[src/rtl/sd_word_serializer_pkg.sv]
// Shared definitions for the sd_* blocks: serializer FSM encoding, detector
// state constants and a small sizing helper.
package sd_word_serializer_pkg;

    localparam logic [1:0] SER_IDLE  = 2'b00;
    localparam logic [1:0] SER_SHIFT = 2'b01;

    typedef enum logic [1:0] {
        ST_IDLE  = SER_IDLE,
        ST_SHIFT = SER_SHIFT
    } ser_state_t;

    // Sequence-detector state constants, kept here so every sd_* block agrees.
    localparam logic [1:0] DET_S0 = 2'b00;
    localparam logic [1:0] DET_S1 = 2'b01;
    localparam logic [1:0] DET_S2 = 2'b10;
    localparam logic [1:0] DET_S3 = 2'b11;

    function automatic int cnt_width(input int modulus);
        return (modulus <= 2) ? 1 : $clog2(modulus);
    endfunction

endpackage

[src/rtl/sd_bit_counter.sv]
// Modulo-MODULUS up-counter with synchronous clear and a terminal-count flag;
// tracks which bit of the current word is on the serial line.
module sd_bit_counter #(
    parameter int MODULUS = 8,
    parameter int CW      = 3
) (
    input  logic          clk,
    input  logic          areset,
    input  logic          clear,
    input  logic          inc,
    output logic [CW-1:0] cnt,
    output logic          tc
);

    localparam logic [CW-1:0] TC_VAL = CW'(MODULUS - 1);

    assign tc = (cnt == TC_VAL);

    always_ff @(posedge clk or posedge areset) begin
        if (areset) begin
            cnt <= '0;
        end else if (clear) begin
            cnt <= '0;
        end else if (inc) begin
            cnt <= tc ? '0 : cnt + CW'(1);
        end
    end

endmodule

[src/rtl/sd_word_serializer.sv]
// Parallel-to-serial feeder for the sequence detectors: valid/ready word input,
// one registered bit per clock with framing flags and a saturating word count.
module sd_word_serializer
    import sd_word_serializer_pkg::*;
#(
    parameter int WIDTH     = 8,
    parameter bit MSB_FIRST = 1'b1,
    parameter bit IDLE_BIT  = 1'b0,
    parameter int CNT_W     = 16
) (
    input  logic             clk,
    input  logic             areset,
    input  logic [WIDTH-1:0] in_data,
    input  logic             in_valid,
    output logic             in_ready,
    output logic             x_out,
    output logic             bit_valid,
    output logic             first_bit,
    output logic             last_bit,
    output logic [CNT_W-1:0] words_sent
);

    if (WIDTH < 2 || WIDTH > 32) begin : g_width_check
        $error("sd_word_serializer: WIDTH must be in 2..32");
    end

    localparam int            CW       = cnt_width(WIDTH);
    localparam logic [CW-1:0] PRE_LAST = CW'(WIDTH - 2);

    ser_state_t       state, state_nxt;
    logic [WIDTH-1:0] shreg;
    logic [CW-1:0]    bit_cnt;
    logic             cnt_tc;
    logic             accept;
    logic             load, step, stop;

    assign in_ready = (state == ST_IDLE) || (state == ST_SHIFT && cnt_tc);
    assign accept   = in_valid && in_ready;

    sd_bit_counter #(
        .MODULUS (WIDTH),
        .CW      (CW)
    ) u_bit_counter (
        .clk    (clk),
        .areset (areset),
        .clear  (load || stop),
        .inc    (step),
        .cnt    (bit_cnt),
        .tc     (cnt_tc)
    );

    always_ff @(posedge clk or posedge areset) begin
        if (areset) begin
            state <= ST_IDLE;
        end else begin
            state <= state_nxt;
        end
    end

    always_comb begin
        state_nxt = state;
        load      = 1'b0;
        step      = 1'b0;
        stop      = 1'b0;
        case (state)
            ST_IDLE: begin
                if (accept) begin
                    load      = 1'b1;
                    state_nxt = ST_SHIFT;
                end
            end
            ST_SHIFT: begin
                if (!cnt_tc) begin
                    step = 1'b1;
                end else if (accept) begin
                    load = 1'b1;
                end else begin
                    stop      = 1'b1;
                    state_nxt = ST_IDLE;
                end
            end
            default: state_nxt = ST_IDLE;
        endcase
    end

    // shreg holds the bits still to be sent, already aligned so the next one
    // sits at the outgoing end; x_out is the bit currently on the line.
    always_ff @(posedge clk or posedge areset) begin
        if (areset) begin
            shreg     <= '0;
            x_out     <= IDLE_BIT;
            bit_valid <= 1'b0;
            first_bit <= 1'b0;
            last_bit  <= 1'b0;
        end else if (load) begin
            shreg     <= MSB_FIRST ? (in_data << 1) : (in_data >> 1);
            x_out     <= MSB_FIRST ? in_data[WIDTH-1] : in_data[0];
            bit_valid <= 1'b1;
            first_bit <= 1'b1;
            last_bit  <= 1'b0;
        end else if (step) begin
            shreg     <= MSB_FIRST ? (shreg << 1) : (shreg >> 1);
            x_out     <= MSB_FIRST ? shreg[WIDTH-1] : shreg[0];
            first_bit <= 1'b0;
            last_bit  <= (bit_cnt == PRE_LAST);
        end else if (stop) begin
            x_out     <= IDLE_BIT;
            bit_valid <= 1'b0;
            first_bit <= 1'b0;
            last_bit  <= 1'b0;
        end
    end

    always_ff @(posedge clk or posedge areset) begin
        if (areset) begin
            words_sent <= '0;
        end else if (state == ST_SHIFT && cnt_tc && words_sent != '1) begin
            words_sent <= words_sent + CNT_W'(1);
        end
    end

endmodule
[config.mk]
export PLATFORM = sky130hd
export DESIGN_NAME = sd_word_serializer
export DESIGN_NICKNAME = d
export VERILOG_FILES = /design/src/rtl/sd_word_serializer_pkg.sv /design/src/rtl/sd_bit_counter.sv /design/src/rtl/sd_word_serializer.sv
export SDC_FILE = /design/constraint.sdc
export NUM_CORES = 1
export LEC_CHECK = 0
export BUFFER_PORTS_ARGS = -buffer_cell sky130_fd_sc_hd__buf_2
export CAP_MARGIN = 40
export CORE_AREA = 2 2 62 64
export CTS_BUF_LIST = sky130_fd_sc_hd__clkbuf_4 sky130_fd_sc_hd__clkbuf_8
export DETAILED_ROUTE_END_ITERATION = 16
export DIE_AREA = 0 0 64 66
export GPL_ROUTABILITY_DRIVEN = 0
export PLACE_DENSITY = 0.63
export SLEW_MARGIN = 20
export SYNTH_ARGS = -nofsm -noshare
export SYNTH_HDL_FRONTEND = slang
export SYNTH_SLANG_ARGS = --single-unit
[constraint.sdc]
create_clock -name clk -period 2.5 [get_ports clk]
set_input_delay 0.5 -clock clk [delete_from_list [all_inputs] [get_ports clk]]
set_output_delay 0.5 -clock clk [all_outputs]
set_load 0.05 [all_outputs]
==> flow_metrics.tcl, run 1 <==
set metrics [dict create \
    placedInstanceArea_sq_um 1730 \
    clockRootBuffer "clkbuf_4" \
    clkSlewWorstSetupHoldPaths_ps 110 \
    crit_path_start_kind "flip-flop" \
    path_class "flip-flop to output port" \
    dr.pass1.iters 4 \
    cp-end-kind "output port" \
    p_int_mw 1.06 \
    viasPerCell 5.18 \
    pwr-share-comb_pct 35.3 \
    required_ps 2000 \
    synth_seq_cells 31 \
    cts_resized 0 \
    p_sw_mw 0.718 \
    drive_gt1_share_pct 28.1 \
    core_sq_um 3550 \
    seq_area_frac_synth_pct 50.6 \
    start_util_pct 43.2 \
    fmax_mhz 443 \
    syn_nets 158 \
    synthArstFlopShare_pct 100 \
    yosysWarningCount 0 \
    rsz0062_at_grt "no" \
    ir_drop_mv 0.483 \
    grt_max_degree 32 \
    n_fill_cell 327 \
    netlist_instances 143 \
    p_leak_nw 0.941 \
    synth_area_per_cell_sq_um 10.7 \
    grt-ovfl-total 0 \
    ctsHoldBuffers 0 \
    numCtsBuffers 5 \
    hpwlAfterDp_microns 2100 \
    wl_met3_microns 109 \
    cap_violations 0 \
    p_seq_share_pct 41.9 \
    initialDrtViolationCount 86 \
    tns_ps 0 \
    drv_slew 0 \
    worstMarginPinSlew_ps 376 \
    cts_tree "done" \
    fin_crit_ps 2260 \
    drt-met1-wl_microns 1390 \
    synth-edff-count 0 \
    cts.sink_count 31 \
    io_buffers 31 \
    dieArea_sq_um 4220 \
    syn_area_sq_um 1530 \
    wl_per_cell_microns 12.6 \
    clock_latency_ps 330 \
    finalCritPeriodShare_pct 90.4 \
    crit_fanout 10 \
    met2_length_microns 1290 \
    fp-row-count 22 \
    switching_share_pct 40.4 \
    vias 1170 \
    drc 0 \
    grt_pass1_wl_microns 5000 \
    hold_viol 0 \
    powerDensity_nw_per_um2 979 \
    synthToLayoutAreaGrowth_pct 18.6 \
    htreeDepth 2 \
    clockPowerShare_pct 22.8 \
    slew_headroom_pct 75.0 \
    grt_pass1_vias 1033 \
    ys.flop_type "dfrtp_1" \
    n_antenna_cell 0 \
    antenna_left 0 \
    drt-total-wl_microns 2840 \
    die_w_microns 64 \
    num-nets-final 192 \
    status "complete, no violations" \
    ios 32 \
    antenna_found_initial 0 \
    top_layer "met4" \
    hold_class "primary input to async pin" \
    clockBufferDepth 2 \
    skew_ps 18.3 \
    design_area_sq_um 1820 \
    setup_viol 0 \
    die_h_microns 66 \
    synth.distinct_cells 35 \
    grt_usage_pct 15.6 \
    cts_setup_buffers 0 \
    worstPathArrival_ps 1760 \
]
## critical path, stage by stage, from the launching register on
cell	delay [ps]
dfrtp_1	430
ha_1	220
ha_1	300
nor2b_1	180
inv_1	90
buf_2	210
## registers in the layout, indices dropped and copies added, names as in the netlist
name               cells
x_out                  1
last_bit               1
words_sent            16
first_bit              1
state                  1
bit_valid              1
u_bit_counter.cnt      3
shreg                  7
## area by class of cell
class                           instances  area (sq um)  area share, %
Clock buffer                            6          51.3           2.82
Clock inverter                          2          35.0           1.93
Inverter                                4          15.0          0.826
Multi-Input combinational cell        102           711           39.1
Sequential cell                        31           776           42.7
Tap cell                               48          60.1           3.30
Timing Repair Buffer                   33           170           9.36
## logic make-up after synthesis
kind of cell / count (synthesis) / share of synthesized area, %
AOI/OAI and AO/OA: 21 / 8.41
xor gates and xnor gates: 11 / 6.29
adders and majority gates: 4 / 3.27
buffers and inverters: 10 / 3.02
DFF: 31 / 50.6
muxes: 11 / 7.92
and+or+nand+nor: 55 / 20.5
## cell usage after synthesis, drive strengths merged (2+ instances only)
library cell	n	area (sq um)
inv	4	15.0
and4	3	28.8
buf	5	27.5
nand4	7	56.3
xor2	6	52.6
nor3	2	10.0
xnor2	5	43.8
dfrtp	31	776
nand2	18	67.6
or2	2	12.5
nor2	9	43.8
nand2b	2	12.5
nor2b	2	12.5
o21ai	10	50.1
nand3	6	30.0
a31oi	6	37.5
and3	2	12.5
ha	4	50.1
mux2i	8	80.1
mux2	3	41.3
## routing by layer
layer | up-vias | GRT usage [%]
met5 | - | 0
met4 | 0 | 8.97
met3 | 4 | 3.58
met2 | 25 | 22.8
met1 | 565 | 21.2
li1 | 576 | -
## stage by stage
step	setup slack, ps	total power [mW]	util (%)	std cells	hold slack (ps)
6_report	241	1.78	51.2	226	216
2_1_floorplan	550	1.23	-	143	449
3_3_place_gp	612	1.37	48.8	218	458
5_1_grt	127	1.89	51.2	226	243
4_1_cts	231	1.80	51.2	226	223
3_5_place_dp	522	1.39	48.8	218	477
## power groups by stage
stage	Sequential (mW)	Clock, mW	Combinational [mW]
after floorplan	0.922	0	0.305
after global placement	0.746	0	0.620
after detailed placement	0.757	0	0.632
after CTS	0.746	0.416	0.636
after global routing	0.769	0.439	0.683
final	0.745	0.406	0.628
## placed cells by master, fill, tap and decap left out, types with 2 or more instances in the layout
| cell type | Yosys | final |
|---|---|---|
| nand4_1 | 5 | 5 |
| nand2_1 | 18 | 18 |
| buf_4 | 1 | 2 |
| nor2_1 | 7 | 7 |
| inv_1 | 4 | 4 |
| and4_1 | 2 | 2 |
| xnor2_1 | 5 | 5 |
| nor3_1 | 2 | 2 |
| nor2b_1 | 2 | 2 |
| nand4_2 | 2 | 2 |
| ha_1 | 4 | 4 |
| o21ai_0 | 10 | 10 |
| mux2i_1 | 8 | 8 |
| dfrtp_1 | 31 | 31 |
| clkbuf_4 | 0 | 5 |
| xor2_1 | 6 | 6 |
| nand2b_1 | 2 | 2 |
| and3_1 | 2 | 2 |
| a31oi_1 | 6 | 6 |
| mux2_4 | 2 | 2 |
| nand3_1 | 6 | 6 |
| buf_2 | 4 | 31 |
## final timing paths
check | startpoint | end | slack [ps] | cells past startpoint
setup reg to reg | u_bit_counter.cnt[0] | words_sent[10] | 480 | 6
hold reg to reg | shreg[6] | shreg[7] | 490 | 2
setup / recovery | u_bit_counter.cnt[0] | in_ready | 240 | 5
max in group asynchronous | areset | words_sent[9] | 1990 | 3
min in group clk | in_data[0] | shreg[1] | 430 | 3
hold / removal | areset | x_out | 220 | 3
Power figures use the tool's default switching activity.
==> run 2: changes to the inputs <==
--- a/config.mk
+++ b/config.mk
@@ -12,8 +12,9 @@
 export DETAILED_ROUTE_END_ITERATION = 16
 export DIE_AREA = 0 0 64 66
 export GPL_ROUTABILITY_DRIVEN = 0
-export PLACE_DENSITY = 0.63
+export PLACE_DENSITY = 0.62
 export SLEW_MARGIN = 20
 export SYNTH_ARGS = -nofsm -noshare
 export SYNTH_HDL_FRONTEND = slang
+export SYNTH_HIERARCHICAL = 1
 export SYNTH_SLANG_ARGS = --single-unit
==> flow_metrics.tcl, run 2 <==
set metrics [dict create \
    status "complete, no violations" \
    slew_headroom_pct 67.7 \
    p_total_mw 1.65 \
    dieArea_sq_um 4220 \
    grt-ovfl-total 0 \
    drive_gt1_share_pct 29.1 \
    powerDensity_nw_per_um2 929 \
    cts.sink_count 31 \
    multiInputGateArea_sq_um 706 \
    rr_startpoint "u_bit_counter/cnt[0]" \
    cp_common_cell "ha_1" \
    pre_cts_ws_ps 462 \
    fin_crit_ps 2310 \
    drv_slew 0 \
    synthTopCellsByArea "dfrtp_1 51%, mux2i_1 6.6%, xnor2_1 5.8%, nand2_1 4.2%, nand4_1 3.7%" \
    top_regs "words_sent x16, shreg x7, u_bit_counter/cnt x3" \
    yosysMostFrequentCell "dfrtp_1" \
    hold_viol 0 \
    cap_violations 0 \
    crit_path_start_kind "flip-flop" \
    p_leak_nw 0.890 \
    viasPerCell 5.02 \
    crit_fanout 7 \
    fin_hold_ws_ps 18.1 \
    crit_chain "ha_1, ha_1, or2b_1, buf_2" \
    synth-edff-count 0 \
    rsz0062_at_grt "no" \
    grt_max_degree 19 \
    num-nets-final 185 \
    netlist_instances 136 \
    vias 1105 \
    path_class "flip-flop to output port" \
    start_util_pct 42.7 \
    tns_ps 0 \
    antenna_left 0 \
    finalCritPeriodShare_pct 92.5 \
    clockBufferDepth 2 \
    hpwlAfterDp_microns 2110 \
    antenna_found_initial 0 \
    synth_area_per_cell_sq_um 11.2 \
    fin_util_pct 49.9 \
    reg2reg_depth 6 \
    fin_ws_ps 188 \
    die_h_microns 66 \
    fmax_mhz 433 \
    hold_class "primary input to async pin" \
    synthArstFlopShare_pct 100 \
    wl_per_cell_microns 12.8 \
    ys_top_cells_by_count "31 x dfrtp_1, 17 x nand2_1, 10 x mux2i_1, 10 x xnor2_1" \
    syn_nets 150 \
    numCtsBuffers 5 \
    grt_pass1_vias 1078 \
    n_fill_cell 312 \
    n_antenna_cell 0 \
    io_buffers 31 \
    skew_ps 11.3 \
    final_cell_mix "31 x dfrtp_1, 31 x buf_2, 17 x nand2_1, 10 x mux2i_1, 10 x xnor2_1" \
    grt_pass1_wl_microns 5100 \
    cp-end-kind "output port" \
    drc 0 \
    fp-row-count 22 \
    initialDrtViolationCount 37 \
    drt-total-wl_microns 2830 \
    htreeDepth 2 \
    dr.pass1.iters 4 \
    seq_area_frac_synth_pct 51.1 \
    worstMarginPinSlew_ps 484 \
    ctsHoldBuffers 0 \
    dpl.cell_count 212 \
    clkSlewWorstSetupHoldPaths_ps 100 \
    placedInstanceArea_sq_um 1720 \
    crit_buf_inv 1 \
    yosys.area.top_type "dfrtp_1" \
    synth.distinct_cells 33 \
    r2r_slack_ps 450 \
    design_area_sq_um 1770 \
    synth_seq_cells 31 \
    cts_resized 0 \
    timing.rr.end "u_bit_counter/cnt[0]" \
    synth.top_cell.area_share_pct 51.1 \
    setup_viol 0 \
    yosysWarningCount 6 \
    largest_reg_flops 16 \
    ys.flop_type "dfrtp_1" \
    crit_slowest_cell "dfrtp_1" \
    grt_usage_pct 16.0 \
    critPathTopFamily "adder cells" \
    synthToLayoutAreaGrowth_pct 16.7 \
    die_w_microns 64 \
    ir_drop_mv 0.492 \
    clockRootBuffer "clkbuf_4" \
    worstPathArrival_ps 1810 \
    regMostFlops "words_sent" \
    required_ps 2000 \
    final_cells 220 \
    register_area_sq_um 776 \
    syn_area_sq_um 1520 \
    core_sq_um 3550 \
    ios 32 \
    clock_latency_ps 330 \
    cts_tree "done" \
    critical-path-max-stage-delay_ps 420 \
    cts_setup_buffers 0 \
]
==> run 2: how the worst max path moves through the flow <==
stage	startpoint	cells past startpoint	to
global route	u_bit_counter/cnt[0]	4	in_ready
finish	u_bit_counter/cnt[0]	4	in_ready
global placement	u_bit_counter/cnt[0]	6	u_bit_counter/cnt[0]
CTS	u_bit_counter/cnt[0]	4	in_ready
detailed placement	u_bit_counter/cnt[0]	6	u_bit_counter/cnt[0]
floorplan	u_bit_counter/cnt[0]	7	u_bit_counter/cnt[0]
==> run 2: area by class of cell <==
class                      count  share of cell area (%)
tap                           48                    3.39
multi-input combinational     97                    39.8
clock buffer                   5                    2.12
inverter                       4                   0.847
timing repair buffer          32                    9.18
sequential                    31                    43.8
clock inverter                 3                   0.847
==> run 2: layer usage <==
layer	wire length [microns]	vias up	global-route usage, %
li1	-	551	-
met1	1330	521	20.3
met2	1290	27	24.9
met3	146	6	5.11
met4	55	0	7.34
met5	0	-	0
==> run 2: logic make-up after synthesis <==
kind of cell,share of synthesized area [%]
adders and majority gates,2.47
muxes,7.34
AOI/OAI and AO/OA,6.84
xor gates and xnor gates,8.66
and+or+nand+nor,21.2
DFF,51.1
buffers and inverters,2.39
==> run 2: power by group <==
group | switching (mW) | internal [mW]
clock network | 0.171 | 0.104
registers | 0.118 | 0.622
logic | 0.430 | 0.200
total | 0.720 | 0.926
